--- src/rtl/sqr_pkg.sv ---
// Shared widths, state encoding and helpers for the radix-4 shift-add squarer.
package sqr_pkg;

  localparam int OPW  = 16;
  localparam int RESW = 2 * OPW;
  localparam int ITER = OPW / 2;
  localparam int CNTW = $clog2(ITER);

  typedef enum logic [1:0] {
    IDLE = 2'd0,
    BUSY = 2'd1,
    DONE = 2'd2
  } sqr_state_e;

  // 3*v needs two extra bits so the top partial product never wraps
  function automatic logic [OPW+1:0] triple(input logic [OPW-1:0] v);
    return {2'b00, v} + {1'b0, v, 1'b0};
  endfunction

endpackage

--- src/rtl/square_u16_if.sv ---
// Operand and result handshakes of the squarer; master drives operands, slave is the squarer.
interface square_u16_if;
  import sqr_pkg::*;

  logic            vld_in;
  logic            rdy_in;
  logic [OPW-1:0]  x;
  logic            vld_out;
  logic            rdy_out;
  logic [RESW-1:0] y;

  modport master (
    output vld_in, x, rdy_out,
    input  rdy_in, vld_out, y
  );

  modport slave (
    input  vld_in, x, rdy_out,
    output rdy_in, vld_out, y
  );

endinterface

--- src/rtl/sqr_r4_step.sv ---
// One radix-4 shift-add step: acc_nxt = 4*acc + d*x1, with 3*x1 precomputed as x3.
module sqr_r4_step
  import sqr_pkg::*;
(
  input  logic [RESW-1:0] acc,
  input  logic [1:0]      d,
  input  logic [OPW-1:0]  x1,
  input  logic [OPW+1:0]  x3,
  output logic [RESW-1:0] acc_nxt
);

  logic [RESW-1:0] pp;

  always_comb begin
    pp = '0;
    case (d)
      2'd1:    pp = {{(RESW-OPW){1'b0}}, x1};
      2'd2:    pp = {{(RESW-OPW-1){1'b0}}, x1, 1'b0};
      2'd3:    pp = {{(RESW-OPW-2){1'b0}}, x3};
      default: pp = '0;
    endcase
  end

  assign acc_nxt = {acc[RESW-3:0], 2'b00} + pp;

endmodule

--- src/rtl/square_u16.sv ---
// Multi-cycle unsigned squarer: consumes the operand two bits per cycle, MSB first.
//   state | meaning
//   IDLE  | waiting for an operand, rdy_in high
//   BUSY  | ITER shift-add steps in flight, inputs stalled
//   DONE  | result held on y until downstream takes it
module square_u16
  import sqr_pkg::*;
(
  input  logic          clk,
  input  logic          rst,
  square_u16_if.slave   bus
);

  sqr_state_e      state_q, state_d;
  logic [OPW-1:0]  m_q;
  logic [OPW-1:0]  x1_q;
  logic [OPW+1:0]  x3_q;
  logic [RESW-1:0] acc_q;
  logic [RESW-1:0] acc_nxt;
  logic [RESW-1:0] y_q;
  logic [CNTW-1:0] cnt_q;
  logic            rdy_in_c;
  logic            vld_out_c;
  logic            accept;
  logic            last_step;

  assign accept    = bus.vld_in & rdy_in_c;
  assign last_step = (state_q == BUSY) && (cnt_q == CNTW'(ITER - 1));

  always_ff @(posedge clk) begin
    if (rst) state_q <= IDLE;
    else     state_q <= state_d;
  end

  always_comb begin
    state_d = state_q;
    case (state_q)
      IDLE:    if (accept) state_d = BUSY;
      BUSY:    if (last_step) state_d = DONE;
      DONE: begin
        // same-edge hand-over: result leaves while the next operand enters
        if (bus.rdy_out) state_d = bus.vld_in ? BUSY : IDLE;
      end
      default: state_d = IDLE;
    endcase
  end

  always_comb begin
    rdy_in_c  = 1'b0;
    vld_out_c = 1'b0;
    case (state_q)
      IDLE:    rdy_in_c = 1'b1;
      DONE: begin
        rdy_in_c  = bus.rdy_out;
        vld_out_c = 1'b1;
      end
      default: begin
        rdy_in_c  = 1'b0;
        vld_out_c = 1'b0;
      end
    endcase
  end

  always_ff @(posedge clk) begin
    if (rst) begin
      m_q   <= '0;
      x1_q  <= '0;
      x3_q  <= '0;
      acc_q <= '0;
      cnt_q <= '0;
      y_q   <= '0;
    end else if (accept) begin
      m_q   <= bus.x;
      x1_q  <= bus.x;
      x3_q  <= triple(bus.x);
      acc_q <= '0;
      cnt_q <= '0;
    end else if (state_q == BUSY) begin
      acc_q <= acc_nxt;
      m_q   <= {m_q[OPW-3:0], 2'b00};
      cnt_q <= cnt_q + CNTW'(1);
      if (last_step) y_q <= acc_nxt;
    end
  end

  sqr_r4_step u_step (
    .acc     (acc_q),
    .d       (m_q[OPW-1 -: 2]),
    .x1      (x1_q),
    .x3      (x3_q),
    .acc_nxt (acc_nxt)
  );

  assign bus.rdy_in  = rdy_in_c;
  assign bus.vld_out = vld_out_c;
  assign bus.y       = y_q;

endmodule

--- src/flat_wrapper.sv ---
// flat-port wrapper written by rule: the top's interface ports become plain ports
module square_u16_flat import sqr_pkg::*;
  (clk, rst, bus_vld_in, bus_x, bus_rdy_out, bus_rdy_in, bus_vld_out, bus_y);
  square_u16_if bus_i ();
  input  logic clk;
  input  logic rst;
  input wire logic [$bits(bus_i.vld_in)-1:0] bus_vld_in;
  input wire logic [$bits(bus_i.x)-1:0] bus_x;
  input wire logic [$bits(bus_i.rdy_out)-1:0] bus_rdy_out;
  output wire logic [$bits(bus_i.rdy_in)-1:0] bus_rdy_in;
  output wire logic [$bits(bus_i.vld_out)-1:0] bus_vld_out;
  output wire logic [$bits(bus_i.y)-1:0] bus_y;
  assign bus_i.vld_in = bus_vld_in;
  assign bus_i.x = bus_x;
  assign bus_i.rdy_out = bus_rdy_out;
  assign bus_rdy_in = bus_i.rdy_in;
  assign bus_vld_out = bus_i.vld_out;
  assign bus_y = bus_i.y;
  square_u16 u_core (.clk(clk), .rst(rst), .bus(bus_i));
endmodule
--- config.mk ---
export PLATFORM = sky130hd
export DESIGN_NAME = square_u16_flat
export DESIGN_NICKNAME = d
export VERILOG_FILES = /design/src/rtl/sqr_pkg.sv /design/src/rtl/square_u16_if.sv /design/src/rtl/sqr_r4_step.sv /design/src/rtl/square_u16.sv /design/src/flat_wrapper.sv
export SDC_FILE = /design/constraint.sdc
export NUM_CORES = 1
export LEC_CHECK = 0
export BUFFER_PORTS_ARGS = -buffer_cell sky130_fd_sc_hd__clkbuf_2
export CAP_MARGIN = 20
export CORE_ASPECT_RATIO = 1.2
export CORE_UTILIZATION = 25
export CTS_CLUSTER_DIAMETER = 120
export DETAILED_ROUTE_END_ITERATION = 8
export PLACE_DENSITY = 0.43
export SYNTH_ARGS = -nofsm -noshare
export SYNTH_HDL_FRONTEND = slang
export SYNTH_SLANG_ARGS = --single-unit
--- constraint.sdc ---
create_clock -name clk -period 4.4 [get_ports clk]
set_input_delay 0.22 -clock clk [delete_from_list [all_inputs] [get_ports clk]]
set_output_delay 0.22 -clock clk [all_outputs]
set_load 0.02 [all_outputs]
# After elaboration in Yosys (flattened, before gate mapping)
# Cells that the tools add are included.
[op_classes]
addsub = 3
n_mux = 10
bitwise_logic = 2
n_eq_ne = 9
n_reduce_logical = 6
[op_table]
columns = ["op", "n"]
rows = [
  ["case mux 18 bit (3 select lines)", 1],
  ["adder 32 x 18 -> 32 bit", 1],
  ["two-way mux 16 bit", 2],
  ["adder 16 x 17 -> 18 bit", 1],
  ["== test 2 bit (second input constant)", 3],
  ["two-way mux 2 bit", 3],
  ["case mux 2 bit (3 select lines)", 1],
  ["AND reduction 3 bit", 2],
  ["== test 2 x 1 -> 1 bit (second input constant)", 2],
  ["!= test 2 x 1 -> 1 bit (second input constant)", 2],
  ["adder 3 x 1 -> 3 bit (second input constant)", 1],
  ["== test 3 bit (second input constant)", 1],
  ["zero test 2 bit", 1],
  ["two-way mux 1 bit", 2],
  ["!= test 2 bit (second input constant)", 1],
  ["case mux 1 bit (2 select lines)", 1],
  ["nonzero test 2 bit", 1],
  ["OR reduction 2 bit", 1],
  ["bitwise AND 1 bit", 1],
  ["logical AND 1 bit", 1],
  ["NOT 1 bit", 1],
]
[totals]
inputBits = 20
reg_bits = 117
output_inout_bits = 34
elab_cells = 37

# Depth between registers and ports, before layout
# Gate-level depths: netlist of the first run.
[depth]
word_depth = 5
depth_mapped = 14
ltp_nobuf = 13

# Cells and area by module
# Synthesis of the first run repeated with hierarchy kept, for this count alone.
[unflattened]
cells_unflattened = 846
hier_area_um2 = 6461.2
[by_module_without_submodules]
columns = ["module", "area_each_um2", "cells_each", "instances", "seq_area_each_um2"]
rows = [
  ["square_u16", 4969.8, 641, 1, 2362.3],
  ["sqr_r4_step", 1491.4, 205, 1, 0.0],
]

# Worst setup path after synthesis of the first run
# OpenSTA, ideal clock, no wires.
[synth_path]
kind = "register to register"
start = "reg u_core.m_q[14]"
end = "reg u_core.acc_q[19]"
period_less_slack_ps = 3076
t_arrival_ps = 2998
stages_incl_launch_ff = 14
path_slack_ps = 1324
required_time_ps = 4322
path_buffers = 1
path_cell_list = "dfxtp_1 > buf_1 > mux2_2 > a22oi_1 > inv_1 > ha_1 > a21oi_1 > nor2_1 > o2111ai_2 > nand2_2 > o221a_2 > a22o_1 > and3_1 > nor3_1"
[synth_via]
elab_chain_len = 3
elab_cells_between_ends = 5
classes_between = "add/sub (1); eq/ne (3); mux (1)"
[synth_rtl]
columns = ["element", "line_no", "source"]
rows = [
  ["start: declaration", "square_u16.sv:15", "logic [OPW-1:0] m_q;"],
  ["start signal: assignment", "square_u16.sv:73", "m_q <= bus.x;"],
  ["start signal: assignment", "square_u16.sv:80", "m_q <= {m_q[OPW-3:0], 2'b00};"],
  ["== test 2 bit / == test 2 x 1 -> 1 bit (equally long branches)", "sqr_r4_step.sv:16", "case (d)"],
  ["case mux 18 bit (3 select lines) (*)", "sqr_r4_step.sv:16", ""],
  ["adder 32 x 18 -> 32 bit (*)", "sqr_r4_step.sv:24", "assign acc_nxt = {acc[RESW-3:0], 2'b00} + pp;"],
  ["end signal: assignment", "square_u16.sv:79", "acc_q <= acc_nxt;"],
  ["end: declaration", "square_u16.sv:18", "logic [RESW-1:0] acc_q;"],
]
# Every way passes the cells marked *; elsewhere a longest branch is shown, timed or not.
# A chain may end at the register's enable or synchronous reset.

# Worst setup path in the final report of the first run
[layout_path]
start = "reg u_core.m_q[14]"
end = "reg u_core.acc_q[23]"
# The elaborated chain is that of the path after synthesis.

==> impl_metrics.tcl, run 1 <==
set metrics [dict create \
    status "completed" \
    syn-num-nets 818 \
    syn_area_per_cell_um2 8.03 \
    ir_drop_v 0.000173 \
    dieArea_um2 25100 \
    clk_path_buf_depth 2 \
    r2r-end "u_core.acc_q[23]" \
    crit_top_cell "a21oi_1" \
    h-tree-depth 4 \
    vias_per_cell 4.64 \
    instances_no_fill 1134 \
    dr_wl_met3_um 510 \
    synth_compound_area_share_pct 22.3 \
    power_leakage_nw 2.89 \
    synthXorXnorAreaFrac_pct 5.45 \
    power_mw 2.71 \
    finalSetupViolations 0 \
    hp-start "bus_rdy_out" \
    dp_cells 1102 \
    start_kind "register" \
    yosys.cell_types.count 52 \
    core-area_um2 24000 \
    ys.warnings.count 0 \
    syn-cell-area_um2 6110 \
    rsz0062_at_grt "false" \
    synth-seq-cells 116 \
    rr_startpoint "u_core.m_q[14]" \
    endpoint_kind "register" \
    grt_max_degree 67 \
    cts_buffers 17 \
    post-route-period-util_pct 78.1 \
    post-place-ws_ns 0.898 \
    die_y_um 173 \
    timing.slew.headroom_pct 35.0 \
    synthMuxAreaShare_pct 2.93 \
    clk_pin_slew_ns 0.06 \
    portBuffers 53 \
    area_growth_pct 18.6 \
    cp_slowest_stage_delay_ns 0.61 \
    ios 54 \
    path_class "reg2reg" \
    holdPathEnd "u_core.state_q[1]" \
    synth_edf_count 0 \
    clock_sink_count 116 \
    r2r_slack_ns 0.96 \
    whs_path_depth 4 \
    yosys.area_share.simple_pct 20.1 \
    powerDensity_nw_per_um2 374 \
    finClkSkew_ns 0.0113 \
    drc_errors 0 \
    tightestPinTransition_ns 0.975 \
    grt_pass1_vias 5186 \
    synth_top_family_by_area "compound AO/OA/AOI/OAI gates" \
    cts-root-buf "clkbuf_16" \
    drive_gt1_share_pct 15.2 \
    antenna_found_initial 0 \
    antenna_cells 0 \
    cts_resized 0 \
    topRoutingLayerUsed "met4" \
    routedWlPerCell_um 14.4 \
    grt_pass1_wl_um 26900 \
    grt_usage_pct 13.7 \
    place_area_um2 6690 \
    drt-pass1-iter-count 6 \
    maxSlewViolCount 0 \
    reg2regPathDepth 12 \
    drv_cap 0 \
    worstPathArrival_ns 3.70 \
    drt-initial-drc-count 237 \
    wl_met2_um 7270 \
    setup_tns_ns 0 \
    fin_nets 858 \
    ys_seq_area_share_pct 38.0 \
    synthAdderAreaFrac_pct 7.83 \
    netlist_instances 761 \
    final_area_um2 7240 \
    cp_cell_sequence "buf_4 -> mux2_2 -> a22o_1 -> ha_1 -> a21o_1 -> a21oi_1 -> o21ai_0 -> a21oi_1 -> and2_1 -> nor2_1 -> xnor2_1 -> a21oi_1" \
    cts_tree "done" \
    max_freq_mhz 291 \
    cts_setup_buffers 0 \
    clk_latency_ns 0.41 \
    wirelength_um 16300 \
    critPathMaxFanout 13 \
    synthFlopType "dfxtp_1" \
    num_vias 5259 \
    worst_slack_ns 0.962 \
    ctsHoldBuffers 0 \
    cp_slowest_cell "dfxtp_1" \
    gp_congestion 0.790 \
    dp_hpwl_um 11500 \
    rows 62 \
    grt_overflow 0 \
    die_x_um 145 \
    final_common_cell "nand2_1" \
    start_util_pct 25.5 \
    hp-class "in2reg" \
    fin_crit_ns 3.44 \
    async_flop_share_pct 0 \
    wl_met1_um 8410 \
    cp.required_ns 4.67 \
    mostFrequentLayoutCells "nand2_1 (161), dfxtp_1 (116), a21oi_1 (94), clkbuf_2 (53), o21ai_0 (49)" \
    hold_violations 0 \
    ant_nets 0 \
]
## per-stage QoR
step / hold WS [ns] / utilization (%)
2_1_floorplan: 0.378 / -
3_3_place_gp: 0.439 / 27.9
3_5_place_dp: 0.442 / 27.9
4_1_cts: 0.0668 / 30.2
5_1_grt: 0.106 / 30.2
6_report: 0.0833 / 30.2
## worst max-delay path by stage
stage | cells past startpoint | start | end | slack [ns]
2_1_floorplan | 13 | u_core.m_q[14] | u_core.acc_q[19] | 1.32
3_3_place_gp | 12 | u_core.m_q[14] | u_core.acc_q[23] | 0.99
3_5_place_dp | 12 | u_core.m_q[14] | u_core.acc_q[23] | 0.90
4_1_cts | 12 | u_core.m_q[14] | u_core.acc_q[23] | 0.90
5_1_grt | 12 | u_core.m_q[14] | u_core.acc_q[23] | 0.67
6_report | 12 | u_core.m_q[14] | u_core.acc_q[23] | 0.96
## flip-flops by register name (all words and copies together), names as in the netlist
name and count:
u_core.acc_q 30, u_core.bus.y 32, u_core.cnt_q 3, u_core.m_q 16
u_core.state_q 2, u_core.x1_q 15, u_core.x3_q 18
## layer usage
layer | global-route usage, % | vias up
met2 | 21.0 | 67
met5 | 0 | -
li1 | - | 2753
met1 | 19.0 | 2435
met4 | 4.74 | 0
met3 | 2.49 | 4
## critical path: cells and delay by family, from the launching register on
family,cells,cell delay [ns]
buf+inv,1,0.27
xor+xnor,1,0.21
compound gates,6,1.23
simple gates,2,0.32
flops,1,0.61
mux,1,0.34
fa+ha+maj,1,0.32
## cells by family (layout without fill, tap and decap cells)
kind of cell,after synthesis,in the layout
compound gates,226,226
xor+xnor,38,38
fa+ha+maj,37,37
buf+inv,54,107
flops,116,116
mux,16,16
simple gates,274,274
## Yosys cell counts (8+ instances only)
master / n / area [µm²]
nand2_1: 161 / 604
dfxtp_1: 116 / 2320
a21oi_1: 94 / 470
o21ai_0: 49 / 245
nor2_1: 40 / 150
clkbuf_1: 38 / 143
ha_1: 35 / 438
xnor2_1: 25 / 219
a31oi_1: 22 / 138
nand3_1: 16 / 80.1
mux2_2: 15 / 169
a22o_1: 13 / 114
xor2_1: 13 / 114
inv_1: 12 / 45.0
nor2b_1: 11 / 68.8
a211oi_1: 9 / 67.6
a21o_1: 9 / 67.6
and3_1: 8 / 50.1
nor3_1: 8 / 40.0
## area by class of cell
| class | instances | area, µm² |
|---|---|---|
| Fill cell | 2626 | 16700 |
| Multi-Input combinational cell | 591 | 3590 |
| Sequential cell | 116 | 2320 |
| Clock buffer | 18 | 439 |
| Tap cell | 320 | 400 |
| Timing Repair Buffer | 63 | 340 |
| Clock inverter | 14 | 108 |
| Inverter | 12 | 45.0 |
## report_power, final
part	switching (mW)	internal (mW)
Clock	0.535	0.739
Sequential	0.0348	1.10
Combinational	0.190	0.116
Power figures use the tool's default switching activity.
==> run 2: changes to the inputs <==
--- a/config.mk
+++ b/config.mk
@@ -11,7 +11,7 @@
 export CORE_UTILIZATION = 25
 export CTS_CLUSTER_DIAMETER = 120
 export DETAILED_ROUTE_END_ITERATION = 8
-export PLACE_DENSITY = 0.43
+export PLACE_DENSITY = 0.44
 export SYNTH_ARGS = -nofsm -noshare
 export SYNTH_HDL_FRONTEND = slang
 export SYNTH_SLANG_ARGS = --single-unit
==> constraint.sdc (replaced) <==
create_clock -name clk -period 2.85 [get_ports clk]
set_input_delay 0.1425 -clock clk [delete_from_list [all_inputs] [get_ports clk]]
set_output_delay 0.1425 -clock clk [all_outputs]
set_load 0.02 [all_outputs]
==> run 2 against run 1 <==
The flow now finishes with violations (negative setup slack). Routed wire length up 5.8%. Die area unchanged. Total power up 61%. Utilization up 4.0 points. Worst hold slack worse by 0.070 ns. Setup slack worse by 1.0 ns. Global-route usage up 0.71 points. Clock skew down 0.0017 ns. Sequential power up 54%. Via count up 5.2%. Critical path depth up 1. Sequential cell count unchanged. Critical endpoint is now u_core.acc_q[18]. Highest routed layer unchanged.
==> impl_metrics.tcl, run 2 (synthesis gave the netlist of run 1 again) <==
set metrics [dict create \
    path_depth 13 \
    critPathMaxFanout 7 \
    ant_nets 0 \
    reg2regPathDepth 13 \
    final_area_um2 8200 \
    cp.required_ns 3.21 \
    post-route-period-util_pct 102 \
    maxSlewViolCount 0 \
    area_growth_pct 34.2 \
    clk_pin_slew_ns 0.06 \
    endpoint_kind "register" \
    finalSetupViolations 6 \
    powerDensity_nw_per_um2 534 \
    clk_latency_ns 0.42 \
    core-area_um2 24000 \
    dp_hpwl_um 12100 \
    drv_cap 0 \
    rows 62 \
    vias_per_cell 4.64 \
    drt-initial-drc-count 275 \
    p_sw_share_pct 28.2 \
    cts_tree "done" \
    power.share.sequential_pct 39.8 \
    ir_drop_v 0.000366 \
    drive_gt1_share_pct 27.4 \
    post-place-ws_ns -0.197 \
    status "finished, violations left" \
    grt_pass1_vias 5507 \
    portBuffers 53 \
    fin_crit_ns 2.89 \
    cp_slowest_cell "dfxtp_4" \
    timing.slew.headroom_pct 42.6 \
    p_comb_share_pct 12.7 \
    mostFrequentLayoutCells "nand2_1 (159), dfxtp_1 (115), a21oi_1 (86), buf_4 (56), clkbuf_2 (53)" \
    clk_path_buf_depth 2 \
    hold_violations 0 \
    num_vias 5532 \
    die_x_um 145 \
    place_area_um2 7060 \
    largest_reg_flops 32 \
    drc_errors 0 \
    worstPathArrival_ns 3.25 \
    fill_cells 2505 \
    crit_family "compound AO/OA/AOI/OAI gates" \
    drt-pass1-iter-count 4 \
    path_class "reg2reg" \
    die_y_um 173 \
    antenna_cells 0 \
    h-tree-depth 4 \
    rsz0062_at_grt "true" \
    power_mw 4.38 \
    gp_congestion 0.814 \
    setup_tns_ns -0.175 \
    finClkSkew_ns 0.00958 \
    worst_slack_ns -0.0434 \
    violations "negative setup slack" \
    crit_top_cell "a21oi_2" \
    hp-class "in2reg" \
    power_switching_mw 1.23 \
    grt_overflow 0 \
    start_util_pct 25.5 \
    cp_cell_sequence "buf_12 -> mux2_4 -> a22o_1 -> ha_1 -> nor2b_2 -> o21a_1 -> o21ai_4 -> a21oi_2 -> o22ai_4 -> buf_6 -> xnor2_2 -> nand2_1 -> a21oi_2" \
    cp_slowest_stage_delay_ns 0.37 \
    dieArea_um2 25100 \
    fin_nets 916 \
    routedWlPerCell_um 14.4 \
    worstPathBufferInverterCount 2 \
    max_freq_mhz 346 \
    tightestPinTransition_ns 0.859 \
    clockPowerShare_pct 47.4 \
    power_leakage_nw 3.27 \
    clock_sink_count 116 \
    cts_buffers 17 \
    grt_usage_pct 14.4 \
    whs_path_depth 3 \
    ios 54 \
    grt_pass1_wl_um 28300 \
    cts-root-buf "clkbuf_16" \
    antenna_found_initial 0 \
    start_kind "register" \
    final_common_cell "nand2_1" \
    grt_max_degree 66 \
    intPower_mw 3.14 \
    wirelength_um 17200 \
]
## run 2: cell count changes in the layout (fill, tap and decap cells not counted), sizes merged, moves of 2 or more
cell / change
inv: +4
clkinv: -2
buf: +57
clkinvlp: -2
## run 2: cell type report
| type | count | area, µm² | share of cell area, % |
|---|---|---|---|
| tap | 320 | 400 | 4.88 |
| clock buffer | 17 | 425 | 5.19 |
| sequential | 116 | 2330 | 28.4 |
| inverter | 12 | 45.0 | 0.549 |
| timing repair buffer | 121 | 845 | 10.3 |
| clock inverter | 15 | 146 | 1.79 |
| multi-input combinational | 591 | 4010 | 48.9 |
## run 2: worst paths after layout
check	from	endpoint	slack, ns
worst max-delay path	u_core.m_q[14]	u_core.acc_q[18]	-0.04
worst min-delay path	bus_x[0]	u_core.x3_q[0]	0.01
worst max register to register	u_core.m_q[14]	u_core.acc_q[18]	-0.04
worst min register to register	u_core.bus.y[9]	u_core.bus.y[9]	0.45
## run 2: repair_timing
item                                   4_1_cts  5_1_grt
gates cloned                                 1        0
resized for setup                           42       56
endpoints found under the hold margin        1        0
pin swaps                                   36       41
hold buffers                                 1        0
setup buffers                                7        3
setup endpoints to repair                   34       38
## run 2: per-layer routing
layer | vias to the layer above | global-route usage, % | routed length (µm)
met5 | - | 0 | 0
met4 | 0 | 4.65 | 238
met3 | 17 | 2.82 | 436
met2 | 58 | 22.0 | 7970
met1 | 2579 | 20.0 | 8580
li1 | 2878 | - | -
## run 2: worst reg2reg max path, cell delays in order (launching register included)
cell	delay (ns)
dfxtp_4	0.37
buf_12	0.12
mux2_4	0.29
a22o_1	0.20
ha_1	0.32
nor2b_2	0.16
o21a_1	0.22
o21ai_4	0.18
a21oi_2	0.11
o22ai_4	0.35
buf_6	0.17
xnor2_2	0.11
nand2_1	0.10
a21oi_2	0.14
## run 2: power groups by stage
stage	sequential [mW]	combinational [mW]	clock, mW
floorplan	1.76	0.354	0
global route	1.75	0.622	2.21
global placement	1.78	0.519	0
detailed placement	1.77	0.520	0
CTS	1.74	0.542	2.13
finish	1.74	0.557	2.08
## run 2: per-stage QoR
stage	cells	hold slack (ns)	util [%]
3_5_place_dp	1149	0.424	29.5
4_1_cts	1190	0.00316	33.0
2_1_floorplan	761	0.301	-
5_1_grt	1192	0.0207	34.2
6_report	1192	0.0135	34.2
3_3_place_gp	1148	0.422	29.4
==> run 3: changes to the inputs <==
--- a/config.mk
+++ b/config.mk
@@ -12,6 +12,8 @@
 export CTS_CLUSTER_DIAMETER = 120
 export DETAILED_ROUTE_END_ITERATION = 8
 export PLACE_DENSITY = 0.44
+export SLEW_MARGIN = 20
 export SYNTH_ARGS = -nofsm -noshare
 export SYNTH_HDL_FRONTEND = slang
+export SYNTH_HIERARCHICAL = 1
 export SYNTH_SLANG_ARGS = --single-unit
==> run 3 against run 2 <==
The flow still finishes with violations (negative setup slack). Count of clock-buffer cells in the layout up 1. Critical path type unchanged. Clock skew rose by 0.00065 ns. Worst hold slack improved by 0.010 ns. Area after synthesis up 4.7%. Critical endpoint is now u_core/acc_q[26].
==> impl_metrics.tcl, run 3 <==
set metrics [dict create \
    status "finished, violations left" \
    violations "negative setup slack" \
    power.share.sequential_pct 37.7 \
    grt_pass1_vias 5900 \
    reg2regPathDepth 13 \
    endpoint_kind "register" \
    post-route-util_pct 33.6 \
    largest_reg_flops 32 \
    hp-class "in2reg" \
    critPathMaxFanout 7 \
    drt-initial-drc-count 229 \
    antenna_found_initial 0 \
    cts-root-buf "clkbuf_16" \
    grt_max_degree 41 \
    die_y_um 177 \
    final_common_cell "nand2_1" \
    drv_cap 0 \
    grt_overflow 0 \
    grt_pass1_wl_um 30100 \
    syn-num-nets 895 \
    start_kind "register" \
    antenna_cells 0 \
    cts_buffers 17 \
    core-area_um2 24900 \
    path_class "reg2reg" \
    routedWlPerCell_um 14.0 \
    max_freq_mhz 338 \
    hold_violations 0 \
    start_util_pct 25.7 \
    dieArea_um2 26200 \
    drive_gt1_share_pct 24.8 \
    rows 63 \
    power_switching_mw 1.17 \
    cp.required_ns 3.21 \
    clock_sink_count 116 \
    powerDensity_nw_per_um2 544 \
    maxSlewViolCount 0 \
    grt_usage_pct 14.5 \
    worst_slack_ns -0.112 \
    ant_nets 0 \
    fin_crit_ns 2.96 \
    syn_area_per_cell_um2 7.63 \
    ios 54 \
    fin_nets 989 \
    post-route-period-util_pct 104 \
    finClkSkew_ns 0.0102 \
    final_area_um2 8360 \
    clockPowerShare_pct 50.7 \
    h-tree-depth 4 \
    cts_tree "done" \
    whs_path_depth 4 \
    syn-cell-area_um2 6400 \
    clk_path_buf_depth 2 \
    wirelength_um 17800 \
    clk_pin_slew_ns 0.06 \
    clk_latency_ns 0.42 \
    setup_tns_ns -0.935 \
    dp_cells 1225 \
    place_area_um2 7340 \
    vias_per_cell 4.62 \
    worstPathArrival_ns 3.32 \
    netlist_instances 838 \
    portBuffers 53 \
    timing.slew.headroom_pct 55.3 \
    whs_ns 0.0239 \
    gp_congestion 0.813 \
    drt-pass1-iter-count 4 \
    intPower_mw 3.39 \
    ir_drop_v 0.000229 \
    instances_no_fill 1270 \
    finalSetupViolations 18 \
    tightestPinTransition_ns 0.671 \
    drc_errors 0 \
    area_growth_pct 30.8 \
    die_x_um 148 \
    power_leakage_nw 3.39 \
    p_sw_share_pct 25.6 \
    mostFrequentLayoutCells "nand2_1 (266), a21oi_1 (122), dfxtp_1 (114), buf_4 (71), clkbuf_2 (52)" \
    dp_hpwl_um 12800 \
    rsz0062_at_grt "true" \
    num_vias 5873 \
    p_comb_share_pct 11.6 \
    ys.warnings.count 6 \
]
[run 3: cell type report]
cell class	count	area [µm²]
Clock buffer	18	439
Clock inverter	14	199
Fill cell	2743	16500
Inverter	12	45.0
Multi-Input combinational cell	658	4120
Sequential cell	116	2330
Tap cell	325	407
Timing Repair Buffer	127	831
[run 3: layer usage]
layer	wire, µm	global-route usage (%)
met1	8760	18.8
met2	8210	23.4
met3	430	2.94
met4	360	5.97
met5	0	0
[run 3: metrics by stage]
step / setup slack (ns) / power (mW)
2_1_floorplan: 0.00470 / 2.11
3_3_place_gp: -0.338 / 2.27
3_5_place_dp: -0.358 / 2.26
4_1_cts: -0.0635 / 4.62
5_1_grt: -0.281 / 4.77
6_report: -0.112 / 4.55
[run 3: power by group through the flow]
stage / registers [mW] / clock network (mW) / logic, mW
finish: 1.72 / 2.31 / 0.528
global route: 1.73 / 2.45 / 0.595
CTS: 1.72 / 2.37 / 0.530
detailed placement: 1.75 / 0 / 0.511
global placement: 1.75 / 0 / 0.511
floorplan: 1.74 / 0 / 0.372
[run 3: worst paths after layout]
check / slack [ns] / start / endpoint
max reg2reg: -0.11 / u_core/m_q[15] / u_core/acc_q[26]
min reg2reg: 0.45 / u_core/bus.y[15] / u_core/bus.y[15]
max: -0.11 / u_core/m_q[15] / u_core/acc_q[26]
min: 0.02 / bus_rdy_out / u_core/state_q[1]
[run 3: what timing repair did]
item | CTS | global route
resized for setup | 34 | 18
buffers inserted | 5 | 7
pin swaps | 11 | 18
hold buffers | 1 | 0
cloned | 0 | 0
hold endpoints to repair | 2 | 0
endpoints found under the setup margin | 41 | 42
[run 3: worst max-delay path, stage by stage (launching register included)]
cell	delay, ns
dfxtp_4	0.36
mux2_4	0.19
a22o_1	0.15
ha_2	0.18
inv_2	0.04
fa_2	0.34
and2b_2	0.26
o2111ai_4	0.14
a211oi_4	0.35
o21ai_4	0.14
a211oi_2	0.29
xor2_1	0.22
nand2_1	0.09
a21oi_2	0.14
